<file path="src/rtl/pc_fetch_if.sv">
// Bundle between the fetch unit and the rest of the datapath: instruction memory,
// control decoder flags and register-file read ports in, PC and IM address out.
interface pc_fetch_if #(
  parameter int unsigned IM_AW = 10
);
  logic [31:0]      instr;
  logic [1:0]       pc_sel;
  logic             beq;
  logic             bne;
  logic             bgez;
  logic             syscall;
  logic [31:0]      rs_data;
  logic [31:0]      rt_data;
  logic [31:0]      v0_data;
  logic [31:0]      a0_data;
  logic [31:0]      pc;
  logic [31:0]      pc_plus4;
  logic [IM_AW-1:0] imem_addr;

  // Fetch unit side.
  modport master (
    input  instr, pc_sel, beq, bne, bgez, syscall,
    input  rs_data, rt_data, v0_data, a0_data,
    output pc, pc_plus4, imem_addr
  );

  // Datapath / decoder side.
  modport slave (
    output instr, pc_sel, beq, bne, bgez, syscall,
    output rs_data, rt_data, v0_data, a0_data,
    input  pc, pc_plus4, imem_addr
  );
endinterface

</file>
<file path="src/rtl/pc_fetch_unit.sv">
// PC register and next-PC resolution for the single-cycle MIPS core, with syscall
// halt/resume and run-statistics counters for the display.
module pc_fetch_unit #(
  parameter logic [31:0] PC_RESET  = 32'h0000_0000,
  parameter int unsigned IM_AW     = 10,
  parameter logic [31:0] HALT_CODE = 32'd10
) (
  input  logic              clk,
  input  logic              rst_n,
  input  logic              en,
  input  logic              go,
  pc_fetch_if.master        bus,
  output logic              halted,
  output logic [31:0]       disp_data,
  output logic [31:0]       cycle_cnt,
  output logic [31:0]       jump_cnt,
  output logic [31:0]       br_cnt,
  output logic [31:0]       br_taken_cnt
);

  typedef enum logic {StRun, StHalt} state_e;

  localparam logic [1:0] PcSeq  = 2'b00;
  localparam logic [1:0] PcBr   = 2'b01;
  localparam logic [1:0] PcJump = 2'b10;
  localparam logic [1:0] PcJr   = 2'b11;

  state_e      state_q, state_d;
  logic [31:0] pc_q, pc_d;
  logic [31:0] disp_q, disp_d;
  logic [31:0] cycle_cnt_q, cycle_cnt_d;
  logic [31:0] jump_cnt_q, jump_cnt_d;
  logic [31:0] br_cnt_q, br_cnt_d;
  logic [31:0] br_taken_cnt_q, br_taken_cnt_d;

  logic [31:0] pc_plus4;
  logic [31:0] br_offset;
  logic [31:0] br_target;
  logic [31:0] j_target;
  logic [31:0] jr_target;
  logic        is_branch;
  logic        take;
  logic [31:0] next_pc;
  logic        halt_req;

  // Target computation
  assign pc_plus4  = pc_q + 32'd4;
  assign br_offset = {{14{bus.instr[15]}}, bus.instr[15:0], 2'b00};
  assign br_target = pc_plus4 + br_offset;
  assign j_target  = {pc_plus4[31:28], bus.instr[25:0], 2'b00};
  assign jr_target = {bus.rs_data[31:2], 2'b00};

  assign is_branch = bus.beq | bus.bne | bus.bgez;
  assign halt_req  = (bus.v0_data == HALT_CODE);

  always_comb begin
    take = 1'b0;
    if (bus.beq  && (bus.rs_data == bus.rt_data)) take = 1'b1;
    if (bus.bne  && (bus.rs_data != bus.rt_data)) take = 1'b1;
    if (bus.bgez && !bus.rs_data[31])             take = 1'b1;
  end

  always_comb begin
    next_pc = pc_plus4;
    unique case (bus.pc_sel)
      PcSeq:   next_pc = pc_plus4;
      PcBr:    next_pc = take ? br_target : pc_plus4;
      PcJump:  next_pc = j_target;
      PcJr:    next_pc = jr_target;
      default: next_pc = pc_plus4;
    endcase
  end

  // Next-state: everything holds unless en strobes this edge.
  always_comb begin
    state_d        = state_q;
    pc_d           = pc_q;
    disp_d         = disp_q;
    cycle_cnt_d    = cycle_cnt_q;
    jump_cnt_d     = jump_cnt_q;
    br_cnt_d       = br_cnt_q;
    br_taken_cnt_d = br_taken_cnt_q;

    if (en) begin
      unique case (state_q)
        StRun: begin
          cycle_cnt_d = cycle_cnt_q + 32'd1;
          if (bus.syscall) begin
            if (halt_req) begin
              // PC parks on the syscall; resume steps past it.
              state_d = StHalt;
            end else begin
              disp_d = bus.a0_data;
              pc_d   = pc_plus4;
            end
          end else begin
            pc_d = next_pc;
            if (bus.pc_sel[1]) begin
              jump_cnt_d = jump_cnt_q + 32'd1;
            end
            if ((bus.pc_sel == PcBr) && is_branch) begin
              br_cnt_d = br_cnt_q + 32'd1;
              if (take) begin
                br_taken_cnt_d = br_taken_cnt_q + 32'd1;
              end
            end
          end
        end
        StHalt: begin
          if (go) begin
            state_d = StRun;
            pc_d    = pc_plus4;
          end
        end
        default: state_d = StRun;
      endcase
    end
  end

  always_ff @(posedge clk or negedge rst_n) begin
    if (!rst_n) begin
      state_q        <= StRun;
      pc_q           <= PC_RESET;
      disp_q         <= 32'd0;
      cycle_cnt_q    <= 32'd0;
      jump_cnt_q     <= 32'd0;
      br_cnt_q       <= 32'd0;
      br_taken_cnt_q <= 32'd0;
    end else begin
      state_q        <= state_d;
      pc_q           <= pc_d;
      disp_q         <= disp_d;
      cycle_cnt_q    <= cycle_cnt_d;
      jump_cnt_q     <= jump_cnt_d;
      br_cnt_q       <= br_cnt_d;
      br_taken_cnt_q <= br_taken_cnt_d;
    end
  end

  assign bus.pc        = pc_q;
  assign bus.pc_plus4  = pc_plus4;
  assign bus.imem_addr = pc_q[IM_AW+1:2];

  assign halted       = (state_q == StHalt);
  assign disp_data    = disp_q;
  assign cycle_cnt    = cycle_cnt_q;
  assign jump_cnt     = jump_cnt_q;
  assign br_cnt       = br_cnt_q;
  assign br_taken_cnt = br_taken_cnt_q;

endmodule

</file>
<file path="src/flat_wrapper.sv">
// flat-port wrapper written by rule: the top's interface ports become plain ports
module pc_fetch_unit_flat 
#(
  parameter logic [31:0] PC_RESET  = 32'h0000_0000,
  parameter int unsigned IM_AW     = 10,
  parameter logic [31:0] HALT_CODE = 32'd10
)
  (clk, rst_n, en, go, halted, disp_data, cycle_cnt, jump_cnt, br_cnt, br_taken_cnt, bus_instr, bus_pc_sel, bus_beq, bus_bne, bus_bgez, bus_syscall, bus_rs_data, bus_rt_data, bus_v0_data, bus_a0_data, bus_pc, bus_pc_plus4, bus_imem_addr);
  pc_fetch_if #(.IM_AW(IM_AW)) bus_i ();
  input  logic clk;
  input  logic rst_n;
  input  logic en;
  input  logic go;
  output logic halted;
  output logic [31:0] disp_data;
  output logic [31:0] cycle_cnt;
  output logic [31:0] jump_cnt;
  output logic [31:0] br_cnt;
  output logic [31:0] br_taken_cnt;
  input wire logic [$bits(bus_i.instr)-1:0] bus_instr;
  input wire logic [$bits(bus_i.pc_sel)-1:0] bus_pc_sel;
  input wire logic [$bits(bus_i.beq)-1:0] bus_beq;
  input wire logic [$bits(bus_i.bne)-1:0] bus_bne;
  input wire logic [$bits(bus_i.bgez)-1:0] bus_bgez;
  input wire logic [$bits(bus_i.syscall)-1:0] bus_syscall;
  input wire logic [$bits(bus_i.rs_data)-1:0] bus_rs_data;
  input wire logic [$bits(bus_i.rt_data)-1:0] bus_rt_data;
  input wire logic [$bits(bus_i.v0_data)-1:0] bus_v0_data;
  input wire logic [$bits(bus_i.a0_data)-1:0] bus_a0_data;
  output wire logic [$bits(bus_i.pc)-1:0] bus_pc;
  output wire logic [$bits(bus_i.pc_plus4)-1:0] bus_pc_plus4;
  output wire logic [$bits(bus_i.imem_addr)-1:0] bus_imem_addr;
  assign bus_i.instr = bus_instr;
  assign bus_i.pc_sel = bus_pc_sel;
  assign bus_i.beq = bus_beq;
  assign bus_i.bne = bus_bne;
  assign bus_i.bgez = bus_bgez;
  assign bus_i.syscall = bus_syscall;
  assign bus_i.rs_data = bus_rs_data;
  assign bus_i.rt_data = bus_rt_data;
  assign bus_i.v0_data = bus_v0_data;
  assign bus_i.a0_data = bus_a0_data;
  assign bus_pc = bus_i.pc;
  assign bus_pc_plus4 = bus_i.pc_plus4;
  assign bus_imem_addr = bus_i.imem_addr;
  pc_fetch_unit #(.PC_RESET(PC_RESET), .IM_AW(IM_AW), .HALT_CODE(HALT_CODE)) u_core (.clk(clk), .rst_n(rst_n), .en(en), .go(go), .bus(bus_i), .halted(halted), .disp_data(disp_data), .cycle_cnt(cycle_cnt), .jump_cnt(jump_cnt), .br_cnt(br_cnt), .br_taken_cnt(br_taken_cnt));
endmodule
</file>
<file path="config.mk">
export PLATFORM = sky130hd
export DESIGN_NAME = pc_fetch_unit_flat
export DESIGN_NICKNAME = d
export VERILOG_FILES = /design/src/rtl/pc_fetch_if.sv /design/src/rtl/pc_fetch_unit.sv /design/src/flat_wrapper.sv
export SDC_FILE = /design/constraint.sdc
export NUM_CORES = 1
export LEC_CHECK = 0
export CAP_MARGIN = 20
export CORE_ASPECT_RATIO = 1.25
export CORE_MARGIN = 10
export CORE_UTILIZATION = 48
export DETAILED_ROUTE_END_ITERATION = 10
export PLACE_DENSITY = 0.9
export SYNTH_ARGS = -nofsm -noshare
export SYNTH_HDL_FRONTEND = slang
export SYNTH_SLANG_ARGS = --single-unit
</file>
<file path="constraint.sdc">
create_clock -name clk -period 11.4 [get_ports clk]
set_clock_uncertainty 0.15 [all_clocks]
set_input_delay 1.71 -clock clk [delete_from_list [all_inputs] [get_ports clk]]
set_output_delay 1.71 -clock clk [all_outputs]
set_load 0.01 [all_outputs]
</file>
==> impl_metrics.yaml, run 1 <==
run_status:
  outcome: "finished clean"
detailed_routing:
  drt-total-wl_um: 45100
  num_vias: 11300
  dr.first_iter.drc_count: 914
  detail_route.wl_per_cell_um: 23.4
  vias_per_cell: 5.85
  antenna_left: 0
  dr.pass1.iters: 6
  drc: 0
clock_network:
  cts_buffers: 17
  cts_tree: "done"
  clkSinkCount: 191
  holdBufCountCts: 0
  cts_max_level: 4
  cts-resized-gates: 0
  clockBufferDepth: 2
  path_clk_slew_ps: 80
  clk_latency_ps: 440
  postCtsSetupBuffers: 0
  cts_root_buffer: "clkbuf_16"
cells_and_area:
  design_area_um2: 16600
  final_util_pct: 68.1
  final_nets: 1794
  area_growth_pct: 40.8
  layout-drive-gt1-share_pct: 7.46
  finalNonFillerCells: 1927
synth:
  synthAdderAreaFrac_pct: 4.32
  syn_area_per_cell_um2: 9.75
  syn-cell-area_um2: 11800
  syn_inst: 1208
  synthXorXnorAreaFrac_pct: 15.7
  yosysSeqAreaShare_pct: 40.6
  synth-warning-count: 0
  synthFlopType: "dfrtp_1"
  synth_simple_gate_area_share_pct: 20.4
  yosysTopAreaCellShare_pct: 40.6
  synth-edff-count: 0
  synthTopCellsByArea: "dfrtp_1, xnor2_1, xor2_1"
  synth_compound_area_share_pct: 11.8
  synth_area_leader_cell: "dfrtp_1"
  synth_cell_types: 88
  async_flop_share_pct: 100
  synth_top_family_by_area: "simple AND/OR/NAND/NOR gates"
  ys_seq_elements: 191
  synthMuxAreaShare_pct: 3.97
setup_path:
  crit_type: "input pin to register"
  endpoint_kind: "register"
  cp_top_family: "compound AO/OA/AOI/OAI gates"
  cp.required_ps: 11620
  r2r_start: "u_core.bus.pc[4]$_DFFE_PN0P_"
  cp_max_fo: 18
  crit_chain: "clkdlybuf4s50_1, xnor2_1, nand4_1, nor4_1, nand2_1, a221o_1, o21ai_2, nand2b_1, o32a_1, o21ai_1"
  slowest_stage: "o21ai_2"
  worstPathArrival_ps: 5790
  cp-startpoint: "bus_rs_data[4]"
  startpoint_type: "input pin"
  cp_num_buf_inv: 1
  max_stage_delay_ps: 820
place:
  place_congestion: 0.969
  hpwl_um: 34600
  dpl_cell_area_um2: 16000
  post-place-cells: 1893
  io_buffers: 394
timing:
  setup_viol: 0
  relSlewSlack_pct: 26.7
  tightest_slew_ps: 1100
  finalMaxSlewViolations: 0
  fin_hold_ws_ps: 324
  hold_viol_final: 0
  rsz0062_at_grt: "false"
  finalCriticalPeriod_ps: 5560
  fin_tns_setup_ps: 0
  max_freq_ghz: 0.180
  fin_crit_sh_pct: 48.8
grt:
  grt_overflow: 0
  grt_first_pass_wirelength_um: 68700
  grt_pass1_vias: 11600
  grt_antenna_before_repair: 1
  gr-usage-all-layers_pct: 27.8
  grt_start_max_net_pins: 113
die:
  rows: 64
  die_w_um: 160
  io-pin-count: 405
  start_util_pct: 48.4
  die_area_um2: 31200
  coreArea_um2: 24300
  die_h_um: 195
power:
  powerDensity_nw_per_um2: 153
  p_leak_nw: 6.93
  ir_worst_vdd_mv: 0.0976
min_path:
  min_path_type: "register to register"
  hold_start: "u_core.cycle_cnt[31]$_DFFE_PN0P_"
job:
  max_cap_viol_count: 0
## area by class of cell
type / instances / area, um2
inverters: 27 / 101
fillers: 1849 / 7770
clock inverters: 12 / 124
diodes: 1 / 2.50
multi-input cells: 941 / 6650
clock buffers: 19 / 443
repair buffers: 406 / 4060
well taps: 330 / 413
flip-flops and latches: 191 / 4780
## cell usage in the layout, fill, tap and decap left out, types with 26 or more instances in the layout
cell	synthesis	layout
inv_1	26	26
a21oi_1	49	49
o21ai_0	36	36
nor2_1	71	71
nand2_1	118	118
and3_1	32	32
nand3_1	61	60
xnor2_1	151	151
nand4_1	42	42
mux2_2	38	38
ha_1	39	39
dfrtp_1	191	191
clkdlybuf4s50_1	0	393
xor2_1	57	57
## cell usage after synthesis, types with 6 or more instances
cell,instances
xor2_1,57
nor2b_1,7
clkbuf_1,27
mux2_2,38
nand2_1,118
o31ai_1,6
and2_1,8
nor3_1,22
inv_1,26
nor4_1,13
ha_1,39
a21oi_1,49
buf_4,14
nor2_1,71
buf_2,6
nand2b_1,13
a21o_1,18
o21ai_0,36
and3_1,32
nand4_1,42
a221oi_1,7
or2_2,6
nand3_1,61
a31oi_1,8
xnor2_1,151
and4_1,14
dfrtp_1,191
a211oi_1,6
## power by group
group / switching [mW] / total, mW / internal [mW]
Clock: 0.292 / 0.587 / 0.294
Sequential: 0.124 / 0.885 / 0.761
Combinational: 0.534 / 1.07 / 0.537
## per-stage QoR
step                      total power, mW  worst slack (ps)
after CTS                            2.54              5970
after global placement               1.93              5580
after floorplan                      1.43              7140
after global routing                 2.67              5780
after detailed placement             1.95              5520
final                                2.54              5840
## state kept, by name, indices dropped and copies added (netlist names)
| name | count |
|---|---|
| u_core.br_cnt | 32 |
| u_core.br_taken_cnt | 32 |
| u_core.cycle_cnt | 32 |
| u_core.disp_data | 32 |
| u_core.jump_cnt | 32 |
| u_core.bus.pc | 30 |
| u_core.halted | 1 |
## logic make-up after synthesis
group / count (synthesis)
flops: 191
buf+inv: 79
xor+xnor: 209
mux: 42
other cells: 1
simple gates: 442
fa+ha+maj: 40
compound gates: 204
## metal layers
metal | vias to the layer above | global-route usage [%] | wire, um
met1 | 5503 | 31.7 | 16800
met5 | - | 0 | 0
met2 | 591 | 49.0 | 23000
met3 | 114 | 5.91 | 3400
li1 | 5071 | - | -
met4 | 0 | 12.3 | 1980
## path summary, 6_finish.rpt
path	endpoint	slack, ps	cells past startpoint
min	u_core.cycle_cnt[31]$_DFFE_PN0P_	320	1
max in group asynchronous	u_core.br_taken_cnt[18]$_DFFE_PN0P_	8600	3
min reg2reg	u_core.cycle_cnt[31]$_DFFE_PN0P_	320	1
max	u_core.bus.pc[14]$_DFFE_PN0P_	5840	10
min in group asynchronous	u_core.br_cnt[30]$_DFFE_PN0P_	1240	1
max reg2reg	u_core.bus.pc[31]$_DFFE_PN0P_	6480	14
## worst register-to-register path, cell delays in order (launching register included)
cell      delay [ps]
dfrtp_1          540
nand3_2          220
nor4_4           430
and3_2           300
nand4_1          130
xnor2_1          460
ha_1             410
nand2_1          100
o21ai_0          110
o41ai_1          540
a211oi_1         260
o41ai_1          350
xor2_1           150
or4_1            430
a32oi_1          230
Note: power is estimated with default switching activity, not from simulation.
==> run 2: changes to the inputs <==
--- a/config.mk
+++ b/config.mk
@@ -8,9 +8,9 @@
 export CAP_MARGIN = 20
 export CORE_ASPECT_RATIO = 1.25
 export CORE_MARGIN = 10
-export CORE_UTILIZATION = 48
+export CORE_UTILIZATION = 47
 export DETAILED_ROUTE_END_ITERATION = 10
-export PLACE_DENSITY = 0.9
+export PLACE_DENSITY = 0.89
 export SYNTH_ARGS = -nofsm -noshare
 export SYNTH_HDL_FRONTEND = slang
 export SYNTH_SLANG_ARGS = --single-unit
==> constraint.sdc (replaced) <==
create_clock -name clk -period 5.15 [get_ports clk]
set_clock_uncertainty 0.15 [all_clocks]
set_input_delay 0.7725 -clock clk [delete_from_list [all_inputs] [get_ports clk]]
set_output_delay 0.7725 -clock clk [all_outputs]
set_load 0.01 [all_outputs]
==> run 2 against run 1 <==
Net effect:
- sequential cell count unchanged
- first-iteration DRC count up 10%
- sequential share of layout area shrank 0.18 points
- hold slack worse by 7.4 ps
- largest power group unchanged
- highest routed layer unchanged
==> impl_metrics.yaml, run 2 (synthesis gave the netlist of run 1 again) <==
run_status:
  outcome: "finished clean"
power:
  switching_share_pct: 35.6
  switchingPower_mw: 2.03
  combinationalPowerShare_pct: 41.6
  p_clk_share_pct: 24.2
  p_leak_nw: 7.01
  powerDensity_nw_per_um2: 342
  ir_worst_vdd_mv: 0.231
  seqPwrFrac_pct: 34.3
  internal-power_mw: 3.67
  power_mw: 5.70
place:
  hpwl_um: 34300
  io_buffers: 394
  dpl_cell_area_um2: 16100
  place_congestion: 0.936
  post-place-cells: 1905
  pre_cts_ws_ps: 541
detailed_routing:
  dr.pass1.iters: 6
  dr.first_iter.drc_count: 1008
  drc: 0
  antenna_left: 0
  drt-total-wl_um: 43900
  num_vias: 11200
  vias_per_cell: 5.80
  detail_route.wl_per_cell_um: 22.7
die:
  die_area_um2: 31800
  die_w_um: 162
  rows: 64
  io-pin-count: 405
  start_util_pct: 47.9
  coreArea_um2: 24600
  die_h_um: 197
setup_path:
  max_stage_delay_ps: 540
  crit_type: "register to register"
  cp_num_buf_inv: 0
  slowest_stage: "o41ai_1"
  r2r_end: "u_core.bus.pc[31]$_DFFE_PN0P_"
  cp-startpoint: "u_core.bus.pc[4]$_DFFE_PN0P_"
  cp.required_ps: 5340
  crit_chain: "nand3_2, nor4_4, and3_2, nand4_1, xnor2_1, ha_1, nand2_1, o21ai_0, o41ai_1, a211oi_1, o41ai_1, xor2_1, or4_1, a32oi_1"
  startpoint_type: "register"
  cp_max_fo: 7
  endpoint_kind: "register"
  r2r_slack_ps: 390
  cp_top_family: "simple AND/OR/NAND/NOR gates"
  r2r_start: "u_core.bus.pc[4]$_DFFE_PN0P_"
  worstPathArrival_ps: 4950
  ff2ff_path_depth: 14
  cpMostUsedCell: "o41ai_1"
cells_and_area:
  final_cell_mix: "clkdlybuf4s50_1, dfrtp_1, xnor2_1"
  final_util_pct: 67.8
  final_nets: 1804
  area_growth_pct: 41.7
  final_common_cell: "clkdlybuf4s50_1"
  layout-drive-gt1-share_pct: 7.97
  n_fill_cell: 1847
  finalNonFillerCells: 1938
  design_area_um2: 16700
clock_network:
  postCtsSetupBuffers: 0
  cts_max_level: 4
  cts-resized-gates: 0
  clockBufferDepth: 2
  clkSinkCount: 191
  clk_latency_ps: 440
  cts_root_buffer: "clkbuf_16"
  holdBufCountCts: 0
  path_clk_slew_ps: 70
  cts_tree: "done"
  cts_buffers: 17
timing:
  hold_viol_final: 0
  tightest_slew_ps: 996
  fin_crit_sh_pct: 92.5
  setup_viol: 0
  finalMaxSlewViolations: 0
  fin_hold_ws_ps: 317
  fin_tns_setup_ps: 0
  max_freq_ghz: 0.210
  rsz0062_at_grt: "false"
  relSlewSlack_pct: 33.1
  finalCriticalPeriod_ps: 4760
  fin_ws_ps: 389
grt:
  grt_antenna_before_repair: 1
  grt_overflow: 0
  grt_first_pass_wirelength_um: 67300
  grt_pass1_vias: 11800
  grt_start_max_net_pins: 115
  gr-usage-all-layers_pct: 26.7
job:
  max_cap_viol_count: 0
min_path:
  min_path_type: "input pin to asynchronous set/reset pin"
run 2: layout make-up:
class                   count  area (um2)  share of cell area (%)
flip-flops and latches    191        4780                    28.7
clock inverters            11         155                   0.930
repair buffers            416        4130                    24.7
well taps                 330         413                    2.48
multi-input cells         941        6650                    39.9
diodes                      2        5.00                  0.0300
clock buffers              20         447                    2.68
inverters                  27         101                   0.608
run 2: power by group through the flow:
stage	Sequential [mW]	Clock, mW	Combinational, mW
after floorplan	2.00	0	1.17
after global placement	1.96	0	2.31
after detailed placement	1.97	0	2.34
after CTS	1.95	1.41	2.36
after global routing	1.98	1.47	2.55
final	1.95	1.38	2.37
run 2: how the worst max path moves through the flow:
stage / slack [ps] / depth (start not counted) / to
floorplan: 1020 / 15 / u_core.bus.pc[31]$_DFFE_PN0P_
global placement: 660 / 14 / u_core.bus.pc[31]$_DFFE_PN0P_
detailed placement: 540 / 14 / u_core.bus.pc[31]$_DFFE_PN0P_
CTS: 470 / 14 / u_core.bus.pc[31]$_DFFE_PN0P_
global route: 130 / 14 / u_core.bus.pc[31]$_DFFE_PN0P_
finish: 390 / 14 / u_core.bus.pc[31]$_DFFE_PN0P_
run 2: per-layer routing:
metal	vias up	track usage, %	share of wire, %
li1	5097	-	-
met5	-	0	0
met4	0	12.5	4.1
met3	102	6.57	8.3
met2	560	46.1	51
met1	5485	30.6	37
==> run 3: changes to the inputs <==
--- a/config.mk
+++ b/config.mk
@@ -6,7 +6,7 @@
 export NUM_CORES = 1
 export LEC_CHECK = 0
 export CAP_MARGIN = 20
-export CORE_ASPECT_RATIO = 1.25
+export CORE_ASPECT_RATIO = 1.2
 export CORE_MARGIN = 10
 export CORE_UTILIZATION = 47
 export DETAILED_ROUTE_END_ITERATION = 10
==> run 3 against run 2 <==
Net effect:
- non-clock buffer count unchanged
- critical endpoint unchanged
- die area barely moved
- first-iteration DRC count is 16% higher
- setup slack gained 55 ps
==> impl_metrics.yaml, run 3 (synthesis gave the netlist of run 1 again) <==
timing:
  setup_viol: 0
  rsz0062_at_grt: "false"
  fin_ws_ps: 444
  relSlewSlack_pct: 32.8
  fin_crit_sh_pct: 91.4
  fin_hold_ws_ps: 18.3
  finalMaxSlewViolations: 0
  fin_tns_setup_ps: 0
  finalCriticalPeriod_ps: 4710
  tightest_slew_ps: 1000
  hold_viol_final: 0
  max_freq_ghz: 0.212
cells_and_area:
  design_area_um2: 16700
  n_fill_cell: 1875
  area_growth_pct: 41.8
  finalNonFillerCells: 1933
  layout-drive-gt1-share_pct: 8.09
  final_common_cell: "clkdlybuf4s50_1"
  final_nets: 1804
  seqCellArea_um2: 4780
  final_cell_mix: "clkdlybuf4s50_1, dfrtp_1, xnor2_1"
  final_util_pct: 67.7
  multi_input_area_um2: 6650
detailed_routing:
  antenna_left: 0
  detail_route.wl_per_cell_um: 22.8
  drc: 0
  drt-total-wl_um: 44200
  dr.first_iter.drc_count: 1165
  vias_per_cell: 5.85
  num_vias: 11300
  dr.pass1.iters: 6
clock_network:
  cts_buffers: 17
  clk_latency_ps: 450
  path_clk_slew_ps: 70
  clockBufferDepth: 2
  postCtsSetupBuffers: 0
  cts_root_buffer: "clkbuf_16"
  cts-resized-gates: 0
  clkSinkCount: 191
  holdBufCountCts: 0
  cts_tree: "done"
  cts_max_level: 4
run_status:
  outcome: "finished clean"
place:
  place_congestion: 0.951
  pre_cts_ws_ps: 596
  io_buffers: 394
  dpl_cell_area_um2: 16100
  hpwl_um: 34500
  post-place-cells: 1899
setup_path:
  crit_chain: "nand3_2, nor4_4, and3_2, nand4_1, xnor2_1, ha_1, nand2_1, o21ai_0, o41ai_1, a211oi_1, o41ai_1, xor2_1, or4_1, a32oi_1"
  startpoint_type: "register"
  cp.required_ps: 5350
  max_stage_delay_ps: 510
  endpoint_kind: "register"
  worstPathArrival_ps: 4910
  r2r_end: "u_core.bus.pc[31]$_DFFE_PN0P_"
  cpMostUsedCell: "o41ai_1"
  r2r_slack_ps: 440
  cp_max_fo: 7
  slowest_stage: "o41ai_1"
  r2r_start: "u_core.bus.pc[4]$_DFFE_PN0P_"
  ff2ff_path_depth: 14
  crit_type: "register to register"
die:
  start_util_pct: 47.7
  die_h_um: 193
  die_w_um: 164
  rows: 63
  coreArea_um2: 24700
  die_area_um2: 31800
  io-pin-count: 405
grt:
  gr-usage-all-layers_pct: 26.9
  grt_antenna_before_repair: 1
  grt_first_pass_wirelength_um: 67400
  grt_start_max_net_pins: 125
  grt_overflow: 0
  grt_pass1_vias: 11400
power:
  powerDensity_nw_per_um2: 341
  power_mw: 5.70
  p_leak_nw: 7.01
  ir_worst_vdd_mv: 0.207
min_path:
  min_path_type: "input pin to asynchronous set/reset pin"
job:
  max_cap_viol_count: 0
[run 3: cell count changes in the layout (fill, tap and decap cells not counted), moves of 2 or more]
| cell | previous run | this run |
|---|---|---|
| clkinv_8 | 0 | 2 |
| inv_6 | 2 | 6 |
| clkinv_4 | 3 | 1 |
| bufinv_16 | 3 | 1 |
| clkinv_2 | 2 | 0 |
| buf_4 | 21 | 19 |
[run 3: worst max-delay path by stage]
stage	startpoint	end	slack, ps	depth (start not counted)
final	u_core.bus.pc[4]$_DFFE_PN0P_	u_core.bus.pc[31]$_DFFE_PN0P_	440	14
after global routing	u_core.bus.pc[4]$_DFFE_PN0P_	u_core.bus.pc[31]$_DFFE_PN0P_	110	14
after CTS	u_core.bus.pc[4]$_DFFE_PN0P_	u_core.bus.pc[31]$_DFFE_PN0P_	550	14
after detailed placement	u_core.bus.pc[4]$_DFFE_PN0P_	u_core.bus.pc[31]$_DFFE_PN0P_	600	14
after global placement	u_core.bus.pc[4]$_DFFE_PN0P_	u_core.bus.pc[31]$_DFFE_PN0P_	710	14
after floorplan	u_core.bus.pc[4]$_DFFE_PN0P_	u_core.bus.pc[31]$_DFFE_PN0P_	1020	15
[run 3: routing by layer]
metal	vias to the layer above	wire length, um	track usage [%]
met2	599	22100	46.2
met3	110	3920	6.52
met5	-	0	0
li1	5113	-	-
met1	5487	16500	31.3
met4	0	1650	10.7
[run 3: report_power, final]
group	total [mW]	switching, mW	internal (mW)
registers	1.95	0.268	1.68
clock network	1.37	0.653	0.716
logic	2.37	1.17	1.20
[run 3: cell type report]
type	count	share of cell area, %
sequential	191	28.6
timing repair buffer	416	24.9
clock buffer	20	2.74
antenna	1	0.0150
multi-input combinational	941	39.8
tap	325	2.44
clock inverter	12	0.854
inverter	27	0.607
[run 3: critical path, delay by kind of cell, from the launching register on]
family | cells | cell delay, ps
AOI/OAI and AO/OA | 5 | 1510
xor gates and xnor gates | 2 | 520
adders and majority gates | 1 | 390
DFF | 1 | 490
and+or+nand+nor | 6 | 1570
